File: config.mk
export PLATFORM = sky130hd
export DESIGN_NAME = lc3_mem_seq
export DESIGN_NICKNAME = d
export VERILOG_FILES = /design/src/rtl/lc3_pkg.sv /design/src/rtl/lc3_acv_chk.sv /design/src/rtl/lc3_mem_seq.sv
export SDC_FILE = /design/constraint.sdc
export NUM_CORES = 1
export LEC_CHECK = 0
export CORE_MARGIN = 2
export CORE_UTILIZATION = 35
export CTS_BUF_LIST = sky130_fd_sc_hd__clkbuf_2 sky130_fd_sc_hd__clkbuf_4 sky130_fd_sc_hd__clkbuf_8
export CTS_CLUSTER_SIZE = 28
export DETAILED_ROUTE_END_ITERATION = 6
export HOLD_SLACK_MARGIN = 0.02
export PLACE_DENSITY = 0.7
export SLEW_MARGIN = 20
export SYNTH_ARGS = -nofsm -noshare
export SYNTH_HDL_FRONTEND = slang
export SYNTH_SLANG_ARGS = --single-unit
File: constraint.sdc
create_clock -name clk -period 2.2 [get_ports clk]
set_input_delay 0.44 -clock clk [delete_from_list [all_inputs] [get_ports clk]]
set_output_delay 0.44 -clock clk [all_outputs]
set_load 0.05 [all_outputs]
File: src/rtl/lc3_pkg.sv
// Shared definitions for the LC-3 memory-cycle sequencer and related blocks.
// Holds the sequencer state encoding, the default privileged and I/O address
// boundaries, and the encodings for the access region and the fault cause.
package lc3_pkg;

  // Sequencer states, 3-bit encoding
  localparam logic [2:0] ST_IDLE   = 3'd0;
  localparam logic [2:0] ST_CHK    = 3'd1;
  localparam logic [2:0] ST_ACCESS = 3'd2;
  localparam logic [2:0] ST_DONE   = 3'd3;
  localparam logic [2:0] ST_FAULT  = 3'd4;

  // Address map defaults: 0..SYS_TOP is system-only, IO_BASE..top is I/O
  localparam logic [15:0] SYS_TOP_DEF = 16'h2FFF;
  localparam logic [15:0] IO_BASE_DEF = 16'hFE00;

  // Region selected for the current access
  localparam logic REGION_MEM = 1'b0;
  localparam logic REGION_IO  = 1'b1;

  // Why the sequencer ended up in FAULT
  localparam logic CAUSE_ACV = 1'b0;
  localparam logic CAUSE_TO  = 1'b1;

endpackage

File: src/rtl/lc3_acv_chk.sv
// Combinational privilege / region decode for LC-3 accesses.
// Ports:
//   addr      in  access address
//   priv      in  1 = user mode (PSR[15])
//   violation out user-mode access to the system area or the I/O region
//   io_sel    out address lies in the I/O region
module lc3_acv_chk
  import lc3_pkg::*;
#(
  parameter int              ADDR_W  = 16,
  parameter logic [ADDR_W-1:0] SYS_TOP = SYS_TOP_DEF,
  parameter logic [ADDR_W-1:0] IO_BASE = IO_BASE_DEF
) (
  input  logic [ADDR_W-1:0] addr,
  input  logic              priv,
  output logic              violation,
  output logic              io_sel
);

  logic sys_area;

  always_comb begin
    sys_area  = (addr <= SYS_TOP);
    io_sel    = (addr >= IO_BASE);
    violation = priv & (sys_area | io_sel);
  end

endmodule

File: src/rtl/lc3_mem_seq.sv
// LC-3 memory-cycle sequencer. Takes one read/write request at a time from
// the control FSM, checks privilege, routes the access to memory or the I/O
// region, inserts memory wait states, guards the access with a timeout and
// returns a one-cycle ready / acv / err completion pulse.
// Ports:
//   clk, rst_n          clock, asynchronous active-low reset
//   req, we, priv       request strobe (sampled in IDLE), write, user mode
//   addr, wdata         access address and write data
//   cfg_wait            memory wait states, latched with req
//   rdata               read data, valid while ready=1
//   ready, acv, err     completion / access-violation / timeout pulses
//   mem_cs, mem_we      memory select and write enable (mem_we shared by I/O)
//   mem_addr, mem_wdata bus address and write data (shared by I/O)
//   mem_rdata, mem_ack  memory read data and acknowledge
//   io_cs               I/O select
//   io_rdata, io_ack    I/O read data and acknowledge
module lc3_mem_seq
  import lc3_pkg::*;
#(
  parameter int                ADDR_W  = 16,
  parameter int                DATA_W  = 16,
  parameter int                WAIT_W  = 4,
  parameter int                TO_W    = 8,
  parameter logic [ADDR_W-1:0] SYS_TOP = SYS_TOP_DEF,
  parameter logic [ADDR_W-1:0] IO_BASE = IO_BASE_DEF
) (
  input  logic              clk,
  input  logic              rst_n,
  input  logic              req,
  input  logic              we,
  input  logic              priv,
  input  logic [ADDR_W-1:0] addr,
  input  logic [DATA_W-1:0] wdata,
  input  logic [WAIT_W-1:0] cfg_wait,
  output logic [DATA_W-1:0] rdata,
  output logic              ready,
  output logic              acv,
  output logic              err,
  output logic              mem_cs,
  output logic              mem_we,
  output logic [ADDR_W-1:0] mem_addr,
  output logic [DATA_W-1:0] mem_wdata,
  input  logic [DATA_W-1:0] mem_rdata,
  input  logic              mem_ack,
  output logic              io_cs,
  input  logic [DATA_W-1:0] io_rdata,
  input  logic              io_ack
);

  // Timeout fires when the counter would step onto all-ones, i.e. after
  // 2^TO_W-1 ACCESS cycles without an honoured ack.
  localparam logic [TO_W-1:0] TO_ONES = '1;
  localparam logic [TO_W-1:0] TO_LAST = TO_ONES - TO_W'(1);

  logic [2:0]        state_q, state_d;
  logic              we_q, we_d;
  logic              priv_q, priv_d;
  logic [ADDR_W-1:0] addr_q, addr_d;
  logic [DATA_W-1:0] wdata_q, wdata_d;
  logic [DATA_W-1:0] rdata_q, rdata_d;
  logic [WAIT_W-1:0] wcnt_q, wcnt_d;
  logic [TO_W-1:0]   tocnt_q, tocnt_d;
  logic              io_q, io_d;
  logic              cause_q, cause_d;

  logic              viol;
  logic              io_sel;
  logic              ack_ok;

  lc3_acv_chk #(
    .ADDR_W  (ADDR_W),
    .SYS_TOP (SYS_TOP),
    .IO_BASE (IO_BASE)
  ) u_acv_chk (
    .addr      (addr_q),
    .priv      (priv_q),
    .violation (viol),
    .io_sel    (io_sel)
  );

  // State and latched-request registers
  always_ff @(posedge clk or negedge rst_n) begin
    if (!rst_n) begin
      state_q <= ST_IDLE;
      we_q    <= 1'b0;
      priv_q  <= 1'b0;
      addr_q  <= '0;
      wdata_q <= '0;
      rdata_q <= '0;
      wcnt_q  <= '0;
      tocnt_q <= '0;
      io_q    <= REGION_MEM;
      cause_q <= CAUSE_ACV;
    end else begin
      state_q <= state_d;
      we_q    <= we_d;
      priv_q  <= priv_d;
      addr_q  <= addr_d;
      wdata_q <= wdata_d;
      rdata_q <= rdata_d;
      wcnt_q  <= wcnt_d;
      tocnt_q <= tocnt_d;
      io_q    <= io_d;
      cause_q <= cause_d;
    end
  end

  // Next-state and datapath update
  always_comb begin
    state_d = state_q;
    we_d    = we_q;
    priv_d  = priv_q;
    addr_d  = addr_q;
    wdata_d = wdata_q;
    rdata_d = rdata_q;
    wcnt_d  = wcnt_q;
    tocnt_d = tocnt_q;
    io_d    = io_q;
    cause_d = cause_q;
    ack_ok  = 1'b0;

    case (state_q)
      ST_IDLE: begin
        if (req) begin
          we_d    = we;
          priv_d  = priv;
          addr_d  = addr;
          wdata_d = wdata;
          wcnt_d  = cfg_wait;
          io_d    = REGION_MEM;
          cause_d = CAUSE_ACV;
          state_d = ST_CHK;
        end
      end
      ST_CHK: begin
        tocnt_d = '0;
        if (viol) begin
          cause_d = CAUSE_ACV;
          state_d = ST_FAULT;
        end else begin
          io_d    = io_sel;
          state_d = ST_ACCESS;
        end
      end
      ST_ACCESS: begin
        // I/O ignores wait states; memory ack counts only once waits expire
        if (io_q == REGION_IO) begin
          ack_ok = io_ack;
        end else begin
          ack_ok = mem_ack && (wcnt_q == '0);
          if (wcnt_q != '0) begin
            wcnt_d = wcnt_q - WAIT_W'(1);
          end
        end
        tocnt_d = tocnt_q + TO_W'(1);
        // An ack in the same cycle as the timeout takes priority
        if (ack_ok) begin
          if (!we_q) begin
            rdata_d = (io_q == REGION_IO) ? io_rdata : mem_rdata;
          end
          state_d = ST_DONE;
        end else if (tocnt_q == TO_LAST) begin
          cause_d = CAUSE_TO;
          state_d = ST_FAULT;
        end
      end
      ST_DONE:  state_d = ST_IDLE;
      ST_FAULT: state_d = ST_IDLE;
      default:  state_d = ST_IDLE;
    endcase
  end

  // Outputs decoded from registered state
  always_comb begin
    mem_cs    = (state_q == ST_ACCESS) && (io_q == REGION_MEM);
    io_cs     = (state_q == ST_ACCESS) && (io_q == REGION_IO);
    mem_we    = (state_q == ST_ACCESS) && we_q;
    mem_addr  = addr_q;
    mem_wdata = wdata_q;
    rdata     = rdata_q;
    ready     = (state_q == ST_DONE);
    acv       = (state_q == ST_FAULT) && (cause_q == CAUSE_ACV);
    err       = (state_q == ST_FAULT) && (cause_q == CAUSE_TO);
  end

endmodule

==> results of run 1 <==
-- path summary, 6_finish.rpt --
check | start | endpoint | slack (ns) | cells after the start
worst max-delay path | mem_addr[14]$_DFFE_PN0P_ | mem_addr[14] | 0.16 | 1
worst min-delay path | rst_n | rdata[12]$_DFFE_PN0P_ | 0.11 | 1
worst max register to register | wcnt_q[0]$_DFFE_PN0P_ | rdata[1]$_DFFE_PN0P_ | 0.27 | 7
worst min register to register | mem_wdata[7]$_DFFE_PN0P_ | mem_wdata[7]$_DFFE_PN0P_ | 0.48 | 2
max in group asynchronous | rst_n | mem_wdata[3]$_DFFE_PN0P_ | 1.49 | 2
min in group clk | mem_wdata[7]$_DFFE_PN0P_ | mem_wdata[7]$_DFFE_PN0P_ | 0.48 | 2
-- area by class of cell --
type / instances / share of cell area, %
clock inverter: 5 / 1.26
multi-input combinational: 220 / 27.8
inverter: 4 / 0.309
timing repair buffer: 143 / 30.3
sequential: 67 / 34.5
clock buffer: 11 / 2.99
tap: 108 / 2.78
-- power by group through the flow --
stage | logic, mW | clock network (mW) | registers, mW
2_1_floorplan | 1.08 | 0 | 3.58
3_3_place_gp | 3.98 | 0 | 2.12
6_report | 4.02 | 1.05 | 2.11
5_1_grt | 4.26 | 1.14 | 2.19
3_5_place_dp | 4.04 | 0 | 2.13
4_1_cts | 4.05 | 1.07 | 2.12
-- synth_stat cells (all sizes together), types with 4 or more instances --
cell type,instances,area (µm²)
ha,4,50.1
nor2,7,26.3
buf,7,41.3
nand3,9,45.0
nand2,108,405
o21ai,13,65.1
clkbuf,9,33.8
a21oi,6,30.0
dfrtp,67,1680
and2,4,25.0
inv,4,15.0
mux2,32,360
-- cell families (layout without fill, tap and decap cells) --
logic type	Yosys count	in the layout	share of synthesized area, %
compound gates	33	33	7.16
xor+xnor	1	1	0.283
fa+ha+maj	4	4	1.62
buf+inv	20	163	2.91
flops	67	67	54.2
mux	32	32	11.6
simple gates	150	150	22.2
-- layer usage --
| metal | vias to the layer above | part of all wire [%] |
|---|---|---|
| met2 | 89 | 47 |
| met3 | 8 | 7.9 |
| met1 | 1225 | 44 |
| met5 | - | 0 |
| met4 | 0 | 1.2 |
| li1 | 1308 | - |
-- repair_timing --
item / CTS / global route
endpoints found under the setup margin: 0 / 1
resized for setup: 0 / 1
buffers inserted: 0 / 0
-- flip-flops by register name, summed over array words and instances (netlist names) --
signal	cells
we_q	1
io_q	1
mem_wdata	16
rdata	16
wcnt_q	4
priv_q	1
tocnt_q	8
cause_q	1
mem_addr	16
state_q	3
==> impl_metrics.env, run 1 <==
export IMPL_status="complete, no violations"
export IMPL_cp_arrival_ns=1.60
export IMPL_routed_via_density=4.71
export IMPL_p_comb_share_pct=56.0
export IMPL_p_leak_nw=2.20
export IMPL_crit_slowest_cell="clkdlybuf4s50_1"
export IMPL_synth_cell_area_um2=3090
export IMPL_clk_path_buf_depth=2
export IMPL_multiInputGateArea_um2=1350
export IMPL_sw_frac_of_total_pct=47.5
export IMPL_synth_fp_nets=386
export IMPL_yosysSeqAreaShare_pct=54.2
export IMPL_cts_root_buf="clkbuf_8"
export IMPL_p_clk_share_pct=14.6
export IMPL_finalCriticalPeriod_ns=2.04
export IMPL_netlist_instances=307
export IMPL_fin_cells=558
export IMPL_overflow=0
export IMPL_first_pass_iters=4
export IMPL_rsz0062_at_grt="false"
export IMPL_die_h_um=98.0
export IMPL_clkLatencyLatePin_ns=0.34
export IMPL_synth_edff_count=0
export IMPL_dp_hpwl_um=5720
export IMPL_final_cell_mix="clkdlybuf4s50_1, nand2_1, dfrtp_1"
export IMPL_crit_family="buffers and inverters"
export IMPL_hp_class="input pin to asynchronous set/reset pin"
export IMPL_dp_worst_setup_slack_ns=0.128
export IMPL_drc=0
export IMPL_worst_slew_pin_slew_ns=0.605
export IMPL_fin_crit_sh_pct=92.6
export IMPL_grt_pass1_wl_um=12600
export IMPL_fin_util_pct=56.3
export IMPL_finClkSkew_ns=0.0114
export IMPL_ys_types=42
export IMPL_async_flop_share_pct=100
export IMPL_setup_violations_final=0
export IMPL_finalWirelength_um=7690
export IMPL_ios=129
export IMPL_crit_required_ns=1.76
export IMPL_place_area_um2=4650
export IMPL_dp_cells=542
export IMPL_start_util_pct=35.8
export IMPL_grtUsageTotal_pct=16.3
export IMPL_numCtsBuffers=9
export IMPL_setup_tns_ns=0
export IMPL_fillerInstances=756
export IMPL_vias=2630
export IMPL_die_x_um=98.0
export IMPL_first_global_vias=2714
export IMPL_seq_area_um2=1680
export IMPL_drive_gt1_share_pct=15.3
export IMPL_path_class="flip-flop to output pin"
export IMPL_power_switching_mw=3.41
export IMPL_busiest_layer="met2"
export IMPL_maxCapViolations=0
export IMPL_power_internal_mw=3.77
export IMPL_finalInstanceArea_um2=4860
export IMPL_area_growth_pct=57.0
export IMPL_hold_viol=0
export IMPL_n_antenna_cell=0
export IMPL_path_clk_slew_ns=0.08
export IMPL_layout_nets=524
export IMPL_cts_sinks=67
export IMPL_synth_avg_cell_area_um2=10.1
export IMPL_hold_buffers=0
export IMPL_met1_usage_pct=20.4
export IMPL_core_area_um2=8640
export IMPL_max_freq_ghz=0.491
export IMPL_synth_ff_type="dfrtp_1"
export IMPL_slew_headroom_pct=59.7
export IMPL_hold_slack_ns=0.109
export IMPL_use_met3_pct=5.15
export IMPL_cts_tree="done"
export IMPL_cellPowerDensity_nw_per_um2=1480
export IMPL_place_gp_congestion=0.792
export IMPL_path_cells="clkdlybuf4s50_1"
export IMPL_total_power_mw=7.18
export IMPL_grt_use_met2_pct=26.6
export IMPL_mostFrequentLayoutCell="clkdlybuf4s50_1"
export IMPL_peakVddDrop_uv=909
export IMPL_rows=34
export IMPL_worstPathMaxFanout=5
export IMPL_die_area_um2=9610
export IMPL_dr_first_iter_drc_count=85
export IMPL_yosysWarnings=0
export IMPL_path_buf_inv=1
export IMPL_ys_seq_elements=67
export IMPL_wl_per_cell_um=13.8
export IMPL_seq_power_share_pct=29.4
export IMPL_io_buffers=128
export IMPL_finalWorstSetupSlack_ns=0.163
export IMPL_slew_violations=0
export IMPL_cts_htree_levels=3
export IMPL_ant_nets=0
export IMPL_grt_max_degree=37
export IMPL_antenna_found_initial=0
export IMPL_critPathLaunchType="flip-flop"
export IMPL_slowest_delay_ns=0.83
export IMPL_end_kind="output pin"
No activity file was read; power rests on OpenSTA's default activity.
==> inputs of run 2 (changes only) <==
--- a/config.mk
+++ b/config.mk
@@ -10,8 +10,9 @@
 export CTS_BUF_LIST = sky130_fd_sc_hd__clkbuf_2 sky130_fd_sc_hd__clkbuf_4 sky130_fd_sc_hd__clkbuf_8
 export CTS_CLUSTER_SIZE = 28
 export DETAILED_ROUTE_END_ITERATION = 6
+export DONT_BUFFER_PORTS = 1
 export HOLD_SLACK_MARGIN = 0.02
-export PLACE_DENSITY = 0.7
+export PLACE_DENSITY = 0.51
 export SLEW_MARGIN = 20
 export SYNTH_ARGS = -nofsm -noshare
 export SYNTH_HDL_FRONTEND = slang
==> impl_metrics.env, run 2 (synthesis gave the netlist of run 1 again) <==
export IMPL_met1_length_um=3060
export IMPL_worstPathMaxFanout=9
export IMPL_dr_first_iter_drc_count=60
export IMPL_vias=2183
export IMPL_cts_htree_levels=3
export IMPL_antenna_found_initial=0
export IMPL_finalWorstSetupSlack_ns=0.121
export IMPL_total_power_mw=6.20
export IMPL_cts_root_buf="clkbuf_8"
export IMPL_power_internal_mw=2.92
export IMPL_numCtsBuffers=9
export IMPL_hold_viol=0
export IMPL_fillerInstances=831
export IMPL_p_comb_share_pct=25.5
export IMPL_p_leak_nw=1.73
export IMPL_setup_tns_ns=0
export IMPL_cts_sinks=67
export IMPL_sw_frac_of_total_pct=53.0
export IMPL_layout_nets=402
export IMPL_slew_violations=0
export IMPL_drive_gt1_share_pct=20.4
export IMPL_critPathLaunchType="flip-flop"
export IMPL_ios=129
export IMPL_r2r_cells=7
export IMPL_die_h_um=98.0
export IMPL_die_x_um=98.0
export IMPL_crit_slowest_cell="dfrtp_1"
export IMPL_rows=34
export IMPL_peakVddDrop_uv=646
export IMPL_fin_crit_sh_pct=94.5
export IMPL_fin_util_pct=41.7
export IMPL_drc=0
export IMPL_whs_path_depth=2
export IMPL_cellPowerDensity_nw_per_um2=1720
export IMPL_power_switching_mw=3.28
export IMPL_finClkSkew_ns=0.00600
export IMPL_io_buffers=0
export IMPL_status="complete, no violations"
export IMPL_path_class="flip-flop to output pin"
export IMPL_routed_wl_met2_um=3080
export IMPL_routed_wl_met3_um=513
export IMPL_final_cell_mix="nand2_1, dfrtp_1, mux2_2"
export IMPL_slowest_delay_ns=0.39
export IMPL_first_pass_iters=4
export IMPL_fin_cells=436
export IMPL_multiInputGateArea_um2=1360
export IMPL_core_area_um2=8640
export IMPL_max_freq_ghz=0.481
export IMPL_place_area_um2=3360
export IMPL_setup_violations_final=0
export IMPL_area_growth_pct=16.5
export IMPL_grt_pass1_wl_um=11200
export IMPL_cp_arrival_ns=1.64
export IMPL_first_global_vias=2201
export IMPL_hp_class="input pin to flip-flop"
export IMPL_grt_max_degree=68
export IMPL_finalCriticalPeriod_ns=2.08
export IMPL_ant_nets=0
export IMPL_end_kind="output pin"
export IMPL_seq_area_um2=1680
export IMPL_n_antenna_cell=0
export IMPL_mostFrequentLayoutCell="nand2_1"
export IMPL_path_cells="buf_4, nor3b_4, and2_1, buf_12"
export IMPL_routed_via_density=5.01
export IMPL_cts_tree="done"
export IMPL_place_gp_congestion=0.767
export IMPL_finalInstanceArea_um2=3600
export IMPL_dp_worst_setup_slack_ns=0.248
export IMPL_clkLatencyLatePin_ns=0.34
export IMPL_seq_power_share_pct=57.6
export IMPL_start_util_pct=35.8
export IMPL_die_area_um2=9610
export IMPL_path_clk_slew_ns=0.08
export IMPL_grtUsageTotal_pct=14.6
export IMPL_p_clk_share_pct=16.9
export IMPL_dp_cells=418
export IMPL_slew_headroom_pct=61.9
export IMPL_post_cts_buffers=0
export IMPL_hold_slack_ns=0.198
export IMPL_maxCapViolations=0
export IMPL_top_layer="met4"
export IMPL_crit_required_ns=1.76
export IMPL_finalWirelength_um=6790
export IMPL_overflow=0
export IMPL_clk_path_buf_depth=2
export IMPL_wl_per_cell_um=15.6
export IMPL_worst_slew_pin_slew_ns=0.571
export IMPL_dp_hpwl_um=4660
export IMPL_rsz0062_at_grt="false"
-- run 2: changes by cell type in the layout (fill, tap and decap cells not counted), moves of 2 or more --
cell             previous run  this run
buf_4                      13        16
buf_12                      8         3
clkdlybuf4s50_1           121         0
clkinv_2                    0         2
-- run 2: path summary, 6_finish.rpt --
path / start / end / slack (ns)
worst max-delay path: state_q[0]$_DFFE_PN0P_ / mem_we / 0.12
worst min-delay path: addr[6] / mem_addr[6]$_DFFE_PN0P_ / 0.20
worst max register to register: wcnt_q[0]$_DFFE_PN0P_ / rdata[11]$_DFFE_PN0P_ / 0.25
worst min register to register: state_q[0]$_DFFE_PN0P_ / state_q[0]$_DFFE_PN0P_ / 0.48
max in group asynchronous: rst_n / tocnt_q[1]$_DFFE_PN0P_ / 1.28
min in group asynchronous: rst_n / mem_addr[8]$_DFFE_PN0P_ / 0.61
-- run 2: what timing repair did --
| action | in CTS | in global routing |
|---|---|---|
| gates resized for setup | 1 | 1 |
| hold buffers | 2 | 0 |
| endpoints found under the setup margin | 2 | 1 |
| endpoints found under the hold margin | 67 | 0 |
-- run 2: final cells by class --
cell class              instances  share of cell area [%]
clock inverters                 6                    1.77
flip-flops and latches         67                    46.5
multi-input cells             220                    37.7
inverters                       4                   0.417
well taps                     108                    3.75
repair buffers                 21                    6.04
clock buffers                  10                    3.82
-- run 2: worst max-delay path: cells and delay by family (launching register included) --
family	cells	cell delay [ns]
and+or+nand+nor	2	0.58
DFF	1	0.39
buffers and inverters	2	0.33
-- run 2: power groups by stage --
stage | registers [mW] | clock network, mW | logic [mW]
after global placement | 3.60 | 0 | 1.51
after floorplan | 3.58 | 0 | 1.08
final | 3.57 | 1.05 | 1.58
after global routing | 3.65 | 1.15 | 1.81
after detailed placement | 3.60 | 0 | 1.56
after CTS | 3.58 | 1.10 | 1.61
-- run 2: layer usage --
layer  vias up  GRT usage (%)
li1       1065              -
met1      1025           19.1
met2        83           22.0
met3        10           4.80
met4         0           7.05
met5         -              0
==> inputs of run 3 (changes only) <==
--- a/config.mk
+++ b/config.mk
@@ -8,7 +8,6 @@
 export CORE_MARGIN = 2
 export CORE_UTILIZATION = 35
 export CTS_BUF_LIST = sky130_fd_sc_hd__clkbuf_2 sky130_fd_sc_hd__clkbuf_4 sky130_fd_sc_hd__clkbuf_8
-export CTS_CLUSTER_SIZE = 28
 export DETAILED_ROUTE_END_ITERATION = 6
 export DONT_BUFFER_PORTS = 1
 export HOLD_SLACK_MARGIN = 0.02
==> results of run 3 <==
Final layout, timing and power as in run 2 (identical DEF).
